$ cat src/rtl/relogio_pkg.sv
// Shared definitions for the clock display path: digit count, active-low
// segment codes, field limits and the scan digit index type.
package relogio_pkg;

    localparam int NUM_DIGITS = 6;

    // Active-low codes, bit order {g,f,e,d,c,b,a}
    localparam logic [6:0] SEG_0     = 7'h40;
    localparam logic [6:0] SEG_1     = 7'h79;
    localparam logic [6:0] SEG_2     = 7'h24;
    localparam logic [6:0] SEG_3     = 7'h30;
    localparam logic [6:0] SEG_4     = 7'h19;
    localparam logic [6:0] SEG_5     = 7'h12;
    localparam logic [6:0] SEG_6     = 7'h02;
    localparam logic [6:0] SEG_7     = 7'h78;
    localparam logic [6:0] SEG_8     = 7'h00;
    localparam logic [6:0] SEG_9     = 7'h10;
    localparam logic [6:0] SEG_DASH  = 7'h3F;
    localparam logic [6:0] SEG_BLANK = 7'h7F;

    localparam logic [NUM_DIGITS-1:0] AN_OFF = '1;

    localparam logic [4:0] MAX_HORAS   = 5'd23;
    localparam logic [5:0] MAX_MIN_SEG = 6'd59;

    // Scan position, left to right: HH MM SS
    typedef enum logic [2:0] {
        DIG_H_TENS  = 3'd0,
        DIG_H_UNITS = 3'd1,
        DIG_M_TENS  = 3'd2,
        DIG_M_UNITS = 3'd3,
        DIG_S_TENS  = 3'd4,
        DIG_S_UNITS = 3'd5
    } digit_idx_t;

    function automatic logic [3:0] tens_of(input logic [5:0] v);
        return 4'(v / 6'd10);
    endfunction

    function automatic logic [3:0] units_of(input logic [5:0] v);
        return 4'(v % 6'd10);
    endfunction

endpackage

$ cat src/rtl/relogio_display_mux_seg7_decoder.sv
// BCD digit to active-low 7-segment code; dash overrides the digit.
// Non-decimal BCD values blank the digit.
module seg7_decoder
    import relogio_pkg::*;
(
    input  logic [3:0] bcd,
    input  logic       dash,
    output logic [6:0] seg
);

    // Pure lookup, no state
    always_comb begin
        // NOTE: every output of a combinational block gets a default first, so no path can infer a latch.
        seg = SEG_BLANK;
        if (dash) begin
            seg = SEG_DASH;
        end else begin
            case (bcd)
                4'd0:    seg = SEG_0;
                4'd1:    seg = SEG_1;
                4'd2:    seg = SEG_2;
                4'd3:    seg = SEG_3;
                4'd4:    seg = SEG_4;
                4'd5:    seg = SEG_5;
                4'd6:    seg = SEG_6;
                4'd7:    seg = SEG_7;
                4'd8:    seg = SEG_8;
                4'd9:    seg = SEG_9;
                default: seg = SEG_BLANK;
            endcase
        end
    end

endmodule

$ cat src/rtl/relogio_display_mux.sv
// Six-digit multiplexed display driver for the HH MM SS clock.
// A time snapshot is taken once per scan frame so carries never tear the
// display; each digit slot ends with one blank cycle against ghosting.
// Optional macro RELOGIO_DP_BLINK_EN: decimal points after HH and MM blink
// with the seconds LSB. Without it dp is held high.
module relogio_display_mux
    import relogio_pkg::*;
#(
    parameter int PRESCALE = 50000
) (
    input  logic                  clk,
    input  logic                  reset,
    input  logic [4:0]            horas,
    input  logic [5:0]            minutos,
    input  logic [5:0]            segundos,
    output logic [6:0]            seg,
    output logic [NUM_DIGITS-1:0] an,
    output logic                  dp
);

    localparam int              CNT_W    = $clog2(PRESCALE);
    localparam logic [CNT_W-1:0] CNT_LAST = CNT_W'(PRESCALE - 1);

    logic [CNT_W-1:0] cnt;
    logic             slot_end;
    digit_idx_t       idx;
    digit_idx_t       idx_next;

    logic [4:0] snap_h;
    logic [5:0] snap_m;
    logic [5:0] snap_s;

    logic [5:0] field_val;
    logic       field_bad;
    logic [3:0] digit_bcd;
    logic [6:0] seg_code;
    logic       dp_lit;

    assign slot_end = (cnt == CNT_LAST);

    // Prescaler: one digit slot every PRESCALE cycles
    always_ff @(posedge clk) begin
        // NOTE: clocked blocks use non-blocking assignments so every register sees pre-edge values.
        if (reset) begin
            cnt <= '0;
        end else if (slot_end) begin
            cnt <= '0;
        end else begin
            cnt <= cnt + 1'b1;
        end
    end

    // Digit index state register
    always_ff @(posedge clk) begin
        if (reset) begin
            idx <= DIG_H_TENS;
        end else begin
            idx <= idx_next;
        end
    end

    // Digit index next state: advance at slot end, wrap after seconds units
    always_comb begin
        idx_next = idx;
        if (slot_end) begin
            if (idx == DIG_S_UNITS) begin
                idx_next = DIG_H_TENS;
            end else begin
                idx_next = digit_idx_t'(idx + 3'd1);
            end
        end
    end

    // Snapshot the time bus at the last cycle of the frame
    always_ff @(posedge clk) begin
        if (reset) begin
            snap_h <= '0;
            snap_m <= '0;
            snap_s <= '0;
        end else if (slot_end && (idx == DIG_S_UNITS)) begin
            snap_h <= horas;
            snap_m <= minutos;
            snap_s <= segundos;
        end
    end

    // Select the field for the current digit, range-check it, split into BCD
    always_comb begin
        field_val = '0;
        field_bad = 1'b0;
        case (idx)
            DIG_H_TENS, DIG_H_UNITS: begin
                field_val = {1'b0, snap_h};
                field_bad = (snap_h > MAX_HORAS);
            end
            DIG_M_TENS, DIG_M_UNITS: begin
                field_val = snap_m;
                field_bad = (snap_m > MAX_MIN_SEG);
            end
            DIG_S_TENS, DIG_S_UNITS: begin
                field_val = snap_s;
                field_bad = (snap_s > MAX_MIN_SEG);
            end
            default: begin
                field_val = '0;
                field_bad = 1'b0;
            end
        endcase
        // Odd scan positions are the units digit of their field
        digit_bcd = idx[0] ? units_of(field_val) : tens_of(field_val);
    end

    seg7_decoder u_seg7_decoder (
        .bcd  (digit_bcd),
        .dash (field_bad),
        .seg  (seg_code)
    );

`ifdef RELOGIO_DP_BLINK_EN
    // Separator dots after HH and MM, lit on even seconds
    assign dp_lit = ~(((idx == DIG_H_UNITS) || (idx == DIG_M_UNITS)) && !snap_s[0]);
`else
    assign dp_lit = 1'b1;
`endif

    // Registered outputs; the last cycle of every slot is blanked
    always_ff @(posedge clk) begin
        if (reset) begin
            an  <= AN_OFF;
            seg <= SEG_BLANK;
            dp  <= 1'b1;
        end else if (slot_end) begin
            an  <= AN_OFF;
            seg <= SEG_BLANK;
            dp  <= 1'b1;
        end else begin
            an  <= ~(NUM_DIGITS'(1) << idx);
            seg <= seg_code;
            dp  <= dp_lit;
        end
    end

endmodule

$ cat config.mk
export PLATFORM = sky130hd
export DESIGN_NAME = relogio_display_mux
export DESIGN_NICKNAME = d
export VERILOG_FILES = /design/src/rtl/relogio_pkg.sv /design/src/rtl/relogio_display_mux_seg7_decoder.sv /design/src/rtl/relogio_display_mux.sv
export SDC_FILE = /design/constraint.sdc
export NUM_CORES = 1
export LEC_CHECK = 0
export ABC_AREA = 0
export CAP_MARGIN = 10
export CORE_MARGIN = 2
export CORE_UTILIZATION = 30
export DETAILED_ROUTE_END_ITERATION = 8
export DONT_BUFFER_PORTS = 1
export PLACE_DENSITY = 0.56
export SLEW_MARGIN = 20
export SYNTH_ARGS = -nofsm -noshare
export SYNTH_HDL_FRONTEND = slang
export SYNTH_SLANG_ARGS = --single-unit
$ cat constraint.sdc
create_clock -name clk -period 7.15 [get_ports clk]
set_input_delay 1.0725 -clock clk [delete_from_list [all_inputs] [get_ports clk]]
set_output_delay 1.0725 -clock clk [all_outputs]
set_load 0.005 [all_outputs]
# Word level (Yosys, flattened, before mapping)
# Memory sizes are Yosys's and may differ from the RTL's.
# Index checks and enable logic that the tools add are counted.
dict set report classes {
  addsub 2
  multipliers 0
  div_mod_pow 2
  n_lt_le_gt_ge 3
  n_eq_ne 6
  shift 1
  n_mux 5
  bitwise 1
  reduce_logical 7
}
# op n
set ops {}
lappend ops {{$pmux W6 S3} 1}
lappend ops {{$add A16 B1 Y16 const B} 1}
lappend ops {{$eq A16 B16 Y1 const B} 1}
lappend ops {{$gt A6 B6 Y1 const B} 2}
lappend ops {{$reduce_or A2 Y1} 4}
lappend ops {{$mux W7} 1}
lappend ops {{$div A6 B4 Y6 const B} 1}
lappend ops {{$eq A3 B2 Y1 const B} 2}
lappend ops {{$eq A3 B3 Y1 const B} 2}
lappend ops {{$mod A6 B4 Y6 const B} 1}
lappend ops {{$not A6 Y6} 1}
lappend ops {{$shl A1 B3 Y6 const A} 1}
lappend ops {{$gt A5 B5 Y1 const B} 1}
lappend ops {{$mux W4} 1}
lappend ops {{$add A3 B1 Y3 const B} 1}
lappend ops {{$eq A3 B1 Y1 const B} 1}
lappend ops {{$logic_not A3 Y1} 1}
lappend ops {{$mux W3} 1}
lappend ops {{$pmux W1 S3} 1}
lappend ops {{$reduce_or A3 Y1} 1}
lappend ops {{$logic_and A1 B1 Y1} 1}
dict set report word_totals {
  reg_bits 49
  latch_bits 0
  ram_bits 0
  mem_bits_ro 112
  inputBits 19
  output_inout_bits 14
  elab_cells 36
  n_memories 1
}
# memory words word_bits read_ports rd_ports_with_merged_regs wr line
set memory_table {}
lappend memory_table {{(name not given)} 16 7 1 0 0 relogio_display_mux_seg7_decoder.sv:18} ;# case (bcd)

# Longest topological paths before layout
# Gate-level depths: netlist (run 1).
# An unclocked memory read counts as a cell.
dict set report depth {
  depth_word 7
  ltp_mapped 18
}

# Hierarchy
# Synthesis (run 1) repeated with hierarchy kept, for this count alone.
dict set report hier_totals {
  hier_cells 291
  hier_area_um2 2601.2
}
# module n_inst cells_each area_each_um2
set by_module_without_submodules {}
lappend by_module_without_submodules {relogio_display_mux 1 257 2364.8}
lappend by_module_without_submodules {seg7_decoder 1 34 236.5}

# Worst setup path before layout (run 1)
# Ideal clock, no wire load.
dict set report synth_path {
  path_type {register -> register}
  from {reg idx[1]}
  to {reg seg[4]}
  setup_time_ps 154
  t_arrival_ps 3488
  t_required_ps 6996
  path_slack_ps 3508
  stages_incl_launch_ff 18
  path_buffers 5
  period_less_slack_ps 3642
  cell_sequence {dfxtp_1 > buf_2 > clkbuf_1 > and2_1 > ha_1 > clkbuf_1 > nand2_1 > and3_1 > clkbuf_1 > nand2_1 > nor2_1 > o31ai_1 > ha_1 > o32a_1 > a32o_1 > buf_6 > nor4b_1 > a41oi_1}
}
dict set report synth_between {
  elab_chain_len 6
}
# item line
set synth_rtl {}
lappend synth_rtl {{start: declaration} relogio_display_mux.sv:26} ;# digit_idx_t idx;
lappend synth_rtl {{start signal: assignment} relogio_display_mux.sv:58} ;# idx <= idx_next;
lappend synth_rtl {{$eq A3 B3 Y1 (tied with other cells)} relogio_display_mux.sv:91} ;# case (idx)
lappend synth_rtl {{$reduce_or A2 Y1} relogio_display_mux.sv:91}
lappend synth_rtl {{$pmux W6 S3} relogio_display_mux.sv:91}
lappend synth_rtl {{$div A6 B4 Y6 / $mod A6 B4 Y6 (equally long branches)} {relogio_pkg.sv:37, relogio_pkg.sv:41}}
lappend synth_rtl {{$mux W4} relogio_display_mux.sv:110} ;# digit_bcd = idx[0] ? units_of(field_val) : tens_of(field_val);
lappend synth_rtl {{$mem_v2 Z16 W7} n/a}
lappend synth_rtl {{end signal: assignment} relogio_display_mux.sv:138} ;# seg <= seg_code;
lappend synth_rtl {{end: declaration} relogio_display_mux.sv:16} ;# output logic [6:0] seg,
# Several ways; a longest one is shown, not always the timed one.
# A chain may end at the register's enable or synchronous reset.

# Worst setup path in the final report (run 1)
dict set report layout_path {
  from {reg idx[1]}
  to {reg seg[3]}
}
# Same word-level chain as after synthesis.

==> run summary, run 1 <==
Clock Skew: 0.0158 ns
Pwr Density: 166 mW/mm2
Netlist Area Pre-Place: 0.00258 mm2
Ports: 33
Hold WC Path Type: register to register
Synth Area in Simple Gates: 21.8%
hold buffer count at CTS: 0
Seq. cell area: 981 um2
clock sinks: 49
Core ar.: 0.00826 mm2
Max FO, Critical Path: 22
Post-Route WL: 5410 um
number of diodes: 0
# setup viols final: 0
Global Route Usage Sum: 11.8%
hold_ws: 0.459 ns
distinct cell type count after synthesis: 56
Fillers: 870
Synthesized Nets: 313
Critical Path Sink Type: register
fin crit period: 3.89 ns
initial antenna violation count: 0
outcome: complete, no violations
Post-synth EDFFs: 0
first-pass GRT wire length: 9200 um
Clock Latency Late Sink: 0.31 ns
Critical Path Start Type: register
critical path required time: 7.37 ns
clk root buf: clkbuf_8
Tcrit/Tclk final: 54.4%
DRC violations left: 0
layout cells sized above 1: 6.81%
Crit Path Class: register to register
CTS tree: done
adder-cell share of the synthesized area: 3.79%
Reg2Reg Depth: 14
Final Hold Viols: 0
Synth Warn #: 0
pin count of the biggest net entering global routing: 23
setup TNS: 0 ns
Synth Area in Compound Gates: 16.2%
Starting Density: 31.2%
xor-xnor portion of the synthesized cell area: 5.78%
Final Core Density: 32.8%
DR WL/cell: 14.1 um
Worst-Margin Slew: 1.07 ns
register area share after synthesis: 38.1%
hold-critical path depth: 1
ys flop type: dfxtp_1
cts bufs inserted: 5
IO Port Bufs: 0
post-CTS sizing: 0
post-route setup slack: 3.26 ns
synthesized netlist cell count: 287
f_max: 257 MHz
vias in the first global route: 1809
Leak Pwr: 0.865 nW
grt ovf: 0
worst vdd ir: 0.108 mV
Die ar.: 0.00935 mm2
Die Y: 96.7 um
max-slew violation count: 0
Rows: 33
postcts setup bufs: 0
Slew HR: 28.1%
via count: 2010
area grow syn2layout: 5.10%
dpl hpwl: 3970 um
clk buf depth: 2
die width: 96.7 um
maxcap violations: 0
syn avg cell area: 8.98 um2
GPL Wtd Cong: 0.819
H-tree levels: 2
WP data arrival: 4.12 ns
DRT antenna net count: 0
dpl ws: 3.28 ns
post-synthesis mux area share: 9.32%
Pre-antenna DRT Iters: 4
multi-input combinational cell area: 0.00147 mm2
Reg clk slew, reported paths: 0.10 ns
FF+latch count, synth: 49
ys async rst share: 0%
RSZ-0062 raised after global routing: false
Final nets: 304
largest family of logic cells by synthesized area: simple AND/OR/NAND/NOR gates
drt first-iter violations: 142
Via density: 5.23
## flip-flops by register name, summed over array words and instances, names as in the netlist
| name | flops |
|---|---|
| snap_s | 6 |
| idx | 3 |
| snap_h | 5 |
| an | 6 |
| cnt | 16 |
| seg | 7 |
| snap_m | 6 |
## worst max-delay path, stage by stage, from the launching register on
cell and delay (ns):
dfxtp_1 0.79, and2_1 0.22, ha_1 0.31, nand2_1 0.11, and3_1 0.27, nand2_1 0.20, nor2_1 0.06, o31ai_1 0.24
ha_1 0.25, inv_1 0.08, a211oi_1 0.24, nor4_2 0.10, a311oi_4 0.51, o31ai_1 0.26, o211ai_1 0.16
## synthesized netlist by cell type, types with 3 or more instances
cell type / n / share of area (%)
a211oi_1: 3 / 0.87
a21oi_1: 5 / 0.97
a31oi_1: 3 / 0.73
buf_2: 5 / 0.97
clkbuf_1: 7 / 1.0
dfxtp_1: 49 / 38
ha_1: 7 / 3.4
inv_1: 9 / 1.3
mux2i_1: 24 / 9.3
nand2_1: 22 / 3.2
nand2b_1: 3 / 0.73
nand3_1: 12 / 2.3
nand4_1: 6 / 1.5
nor2_1: 45 / 6.6
nor3_1: 4 / 0.78
nor4b_1: 4 / 1.4
o211ai_1: 7 / 2.0
o21ai_0: 5 / 0.97
o31ai_1: 3 / 0.87
xnor2_1: 8 / 2.7
xor2_1: 9 / 3.1
## metrics by stage
stage / std cells / power, W / cell area [um2]
floorplan: 287 / 0.000292 / 2580
global placement: 376 / 0.000292 / 2620
detailed placement: 376 / 0.000292 / 2620
CTS: 384 / 0.000456 / 2710
global route: 384 / 0.000467 / 2710
finish: 384 / 0.000448 / 2710
## cells by family after synthesis
kind of cell,Yosys count
AND/OR/NAND/NOR,114
flip-flops,49
AO/OA/AOI/OAI,48
buffers and inverters,26
multiplexers,24
XOR/XNOR,17
adder cells (fa/ha/maj),8
other,1
## area by class of cell
type / instances / area share (%)
clock buffers: 6 / 2.68
inverters: 10 / 1.39
multi-input cells: 212 / 54.3
clock inverters: 2 / 0.508
flip-flops and latches: 49 / 36.2
well taps: 105 / 4.85
## per-layer routing
| metal | up-vias | GRT usage (%) | part of all wire (%) |
|---|---|---|---|
| met5 | - | 0 | 0 |
| met4 | 0 | 3.25 | 0.56 |
| met3 | 6 | 3.25 | 5.9 |
| met2 | 56 | 16.8 | 42 |
| met1 | 933 | 17.4 | 52 |
| li1 | 1015 | - | - |
## worst paths after layout
| kind | startpoint | to | slack [ns] |
|---|---|---|---|
| worst max-delay path | idx[1] | seg[3] | 3.26 |
| worst max register to register | idx[1] | seg[3] | 3.26 |
| worst min-delay path | cnt[0] | cnt[0] | 0.46 |
| worst min register to register | cnt[0] | cnt[0] | 0.46 |
## where the power goes
part	switching [W]	internal [W]	leakage [nW]
registers	0.00000202	0.000276	0.398
clock network	0.0000926	0.0000699	0.0456
logic	0.00000468	0.00000282	0.422
total	0.0000993	0.000349	0.865
## cells in the final DEF, fill, tap and decap left out, types with 3 or more instances in the layout
| master | netlist | routed |
|---|---|---|
| dfxtp_1 | 49 | 49 |
| nor2_1 | 45 | 45 |
| mux2i_1 | 24 | 24 |
| nand2_1 | 22 | 22 |
| nand3_1 | 12 | 12 |
| inv_1 | 9 | 9 |
| xor2_1 | 9 | 9 |
| xnor2_1 | 8 | 8 |
| o211ai_1 | 7 | 7 |
| ha_1 | 7 | 7 |
| nand4_1 | 6 | 6 |
| o21ai_0 | 5 | 5 |
| a21oi_1 | 5 | 5 |
| clkbuf_8 | 0 | 5 |
| nor3_1 | 4 | 4 |
| nor4b_1 | 4 | 4 |
| nand2b_1 | 3 | 3 |
| a211oi_1 | 3 | 3 |
| o31ai_1 | 3 | 3 |
| a31oi_1 | 3 | 3 |
(Power assumes the default switching activity.)
==> run 2, diff against run 1 <==
- clock period: 7.15 -> 4.05 ns (I/O delays scaled with it)
==> run summary, run 2 (synthesis gave the netlist of run 1 again) <==
FF-to-FF End: seg[3]
Global Route Usage Sum: 12.3%
Die ar.: 0.00935 mm2
f_max: 273 MHz
Crit Path Class: register to register
grt ovf: 0
Critical Path Start Type: register
max reg flops: 16
critical path required time: 4.28 ns
Post-Route WL: 5540 um
Reg with most FFs: cnt
Pre-antenna DRT Iters: 4
Worst setup endpoint: seg[3]
die width: 96.7 um
Leak Pwr: 0.896 nW
DP Area: 0.00266 mm2
setup TNS: 0 ns
clock sinks: 49
Slew HR: 47.2%
Rows: 33
Final nets: 309
Reg2Reg Depth: 14
area grow syn2layout: 6.95%
GPL Wtd Cong: 0.866
Clock Skew: 0.00998 ns
number of diodes: 0
initial antenna violation count: 0
pin count of the biggest net entering global routing: 23
most frequent cells in the layout: dfxtp_1, nor2_1, mux2i_1
FF-to-FF Start: idx[0]
IO Port Bufs: 0
final instance area: 0.00276 mm2
Critical Path Sink Type: register
DRC violations left: 0
DR WL/cell: 14.2 um
Max FO, Critical Path: 13
Largest regs: cnt x16, seg x7
DRT antenna net count: 0
Die Y: 96.7 um
vias in the first global route: 1899
Starting Density: 31.2%
clk buf depth: 2
Worst Setup SP: idx[0]
Tcrit/Tclk final: 90.5%
Worst-Margin Slew: 0.785 ns
Core ar.: 0.00826 mm2
fin crit period: 3.67 ns
layout cells sized above 1: 8.80%
H-tree levels: 2
outcome: complete, no violations
dpl hpwl: 3990 um
clk root buf: clkbuf_8
worst vdd ir: 0.141 mV
via count: 2020
maxcap violations: 0
Final Core Density: 33.4%
CTS tree: done
cts bufs inserted: 5
max-slew violation count: 0
Ports: 33
hold_ws: 0.359 ns
first-pass GRT wire length: 9490 um
Clock Latency Late Sink: 0.31 ns
DR top layer: met4
Final Hold Viols: 0
hold buffer count at CTS: 0
total design power: 0.000813 W
met3 routed wirelength: 273 um
drt first-iter violations: 150
R2R Setup Slk: 0.38 ns
DR WL met2: 2380 um
Reg clk slew, reported paths: 0.09 ns
postcts setup bufs: 0
commonest non-fill, non-tap cell in the layout: dfxtp_1
Metal-1 WL: 2820 um
Via density: 5.19
# setup viols final: 0
post-CTS sizing: 0
RSZ-0062 raised after global routing: false
Hold WC Path Type: input pin to register
Pwr Density: 295 mW/mm2
WP data arrival: 3.90 ns
[run 2: cell types whose count changed in the layout (fill, tap and decap cells not counted)]
cell / previous run / this run
clkbuf_8: 5 / 6
inv_6: 1 / 0
clkinv_4: 0 / 1
buf_4: 0 / 5
clkbuf_1: 1 / 0
[run 2: metrics by stage]
step / setup slack [ns] / std cells
after floorplan: 0.408 / 287
after global placement: 0.617 / 381
after detailed placement: 0.420 / 381
after CTS: 0.413 / 389
after global routing: 0.00966 / 389
final: 0.384 / 389
[run 2: layer usage]
| metal | vias up | global-route usage [%] |
|---|---|---|
| met5 | - | 0 |
| met4 | 0 | 3.58 |
| met3 | 6 | 3.25 |
| met2 | 49 | 18.3 |
| met1 | 951 | 17.4 |
| li1 | 1014 | - |
[run 2: area by class of cell]
class	instances	area, um2
clock inverter	2	13.8
timing repair buffer	5	37.5
sequential	49	981
multi-input combinational	212	1470
clock buffer	6	82.6
fill	880	5500
tap	105	131
inverter	10	37.5
[run 2: worst min path at each step]
stage / start / slack (ns) / depth (start not counted) / to
detailed placement: cnt[0] / 0.44 / 1 / cnt[0]
global placement: cnt[0] / 0.43 / 1 / cnt[0]
global route: reset / 0.34 / 1 / idx[2]
CTS: reset / 0.35 / 1 / idx[1]
floorplan: cnt[0] / 0.42 / 1 / cnt[0]
finish: reset / 0.36 / 1 / idx[2]
[run 2: critical path, stage by stage (launching register included)]
cell and delay, ns:
dfxtp_1 0.56, and2_1 0.19, ha_1 0.32, nand2_1 0.11, and3_1 0.27, nand2_1 0.21
nor2_1 0.06, o31ai_1 0.25, ha_1 0.25, inv_1 0.09, a211oi_1 0.24, nor4_2 0.10
a311oi_4 0.53, o31ai_1 0.26, o211ai_1 0.15
[run 2: where the power goes]
part           internal (W)  leakage [nW]  switching, W
clock              0.000139        0.0512      0.000169
combinational    0.00000564         0.447    0.00000804
sequential         0.000488         0.398    0.00000362
total              0.000632         0.896      0.000181
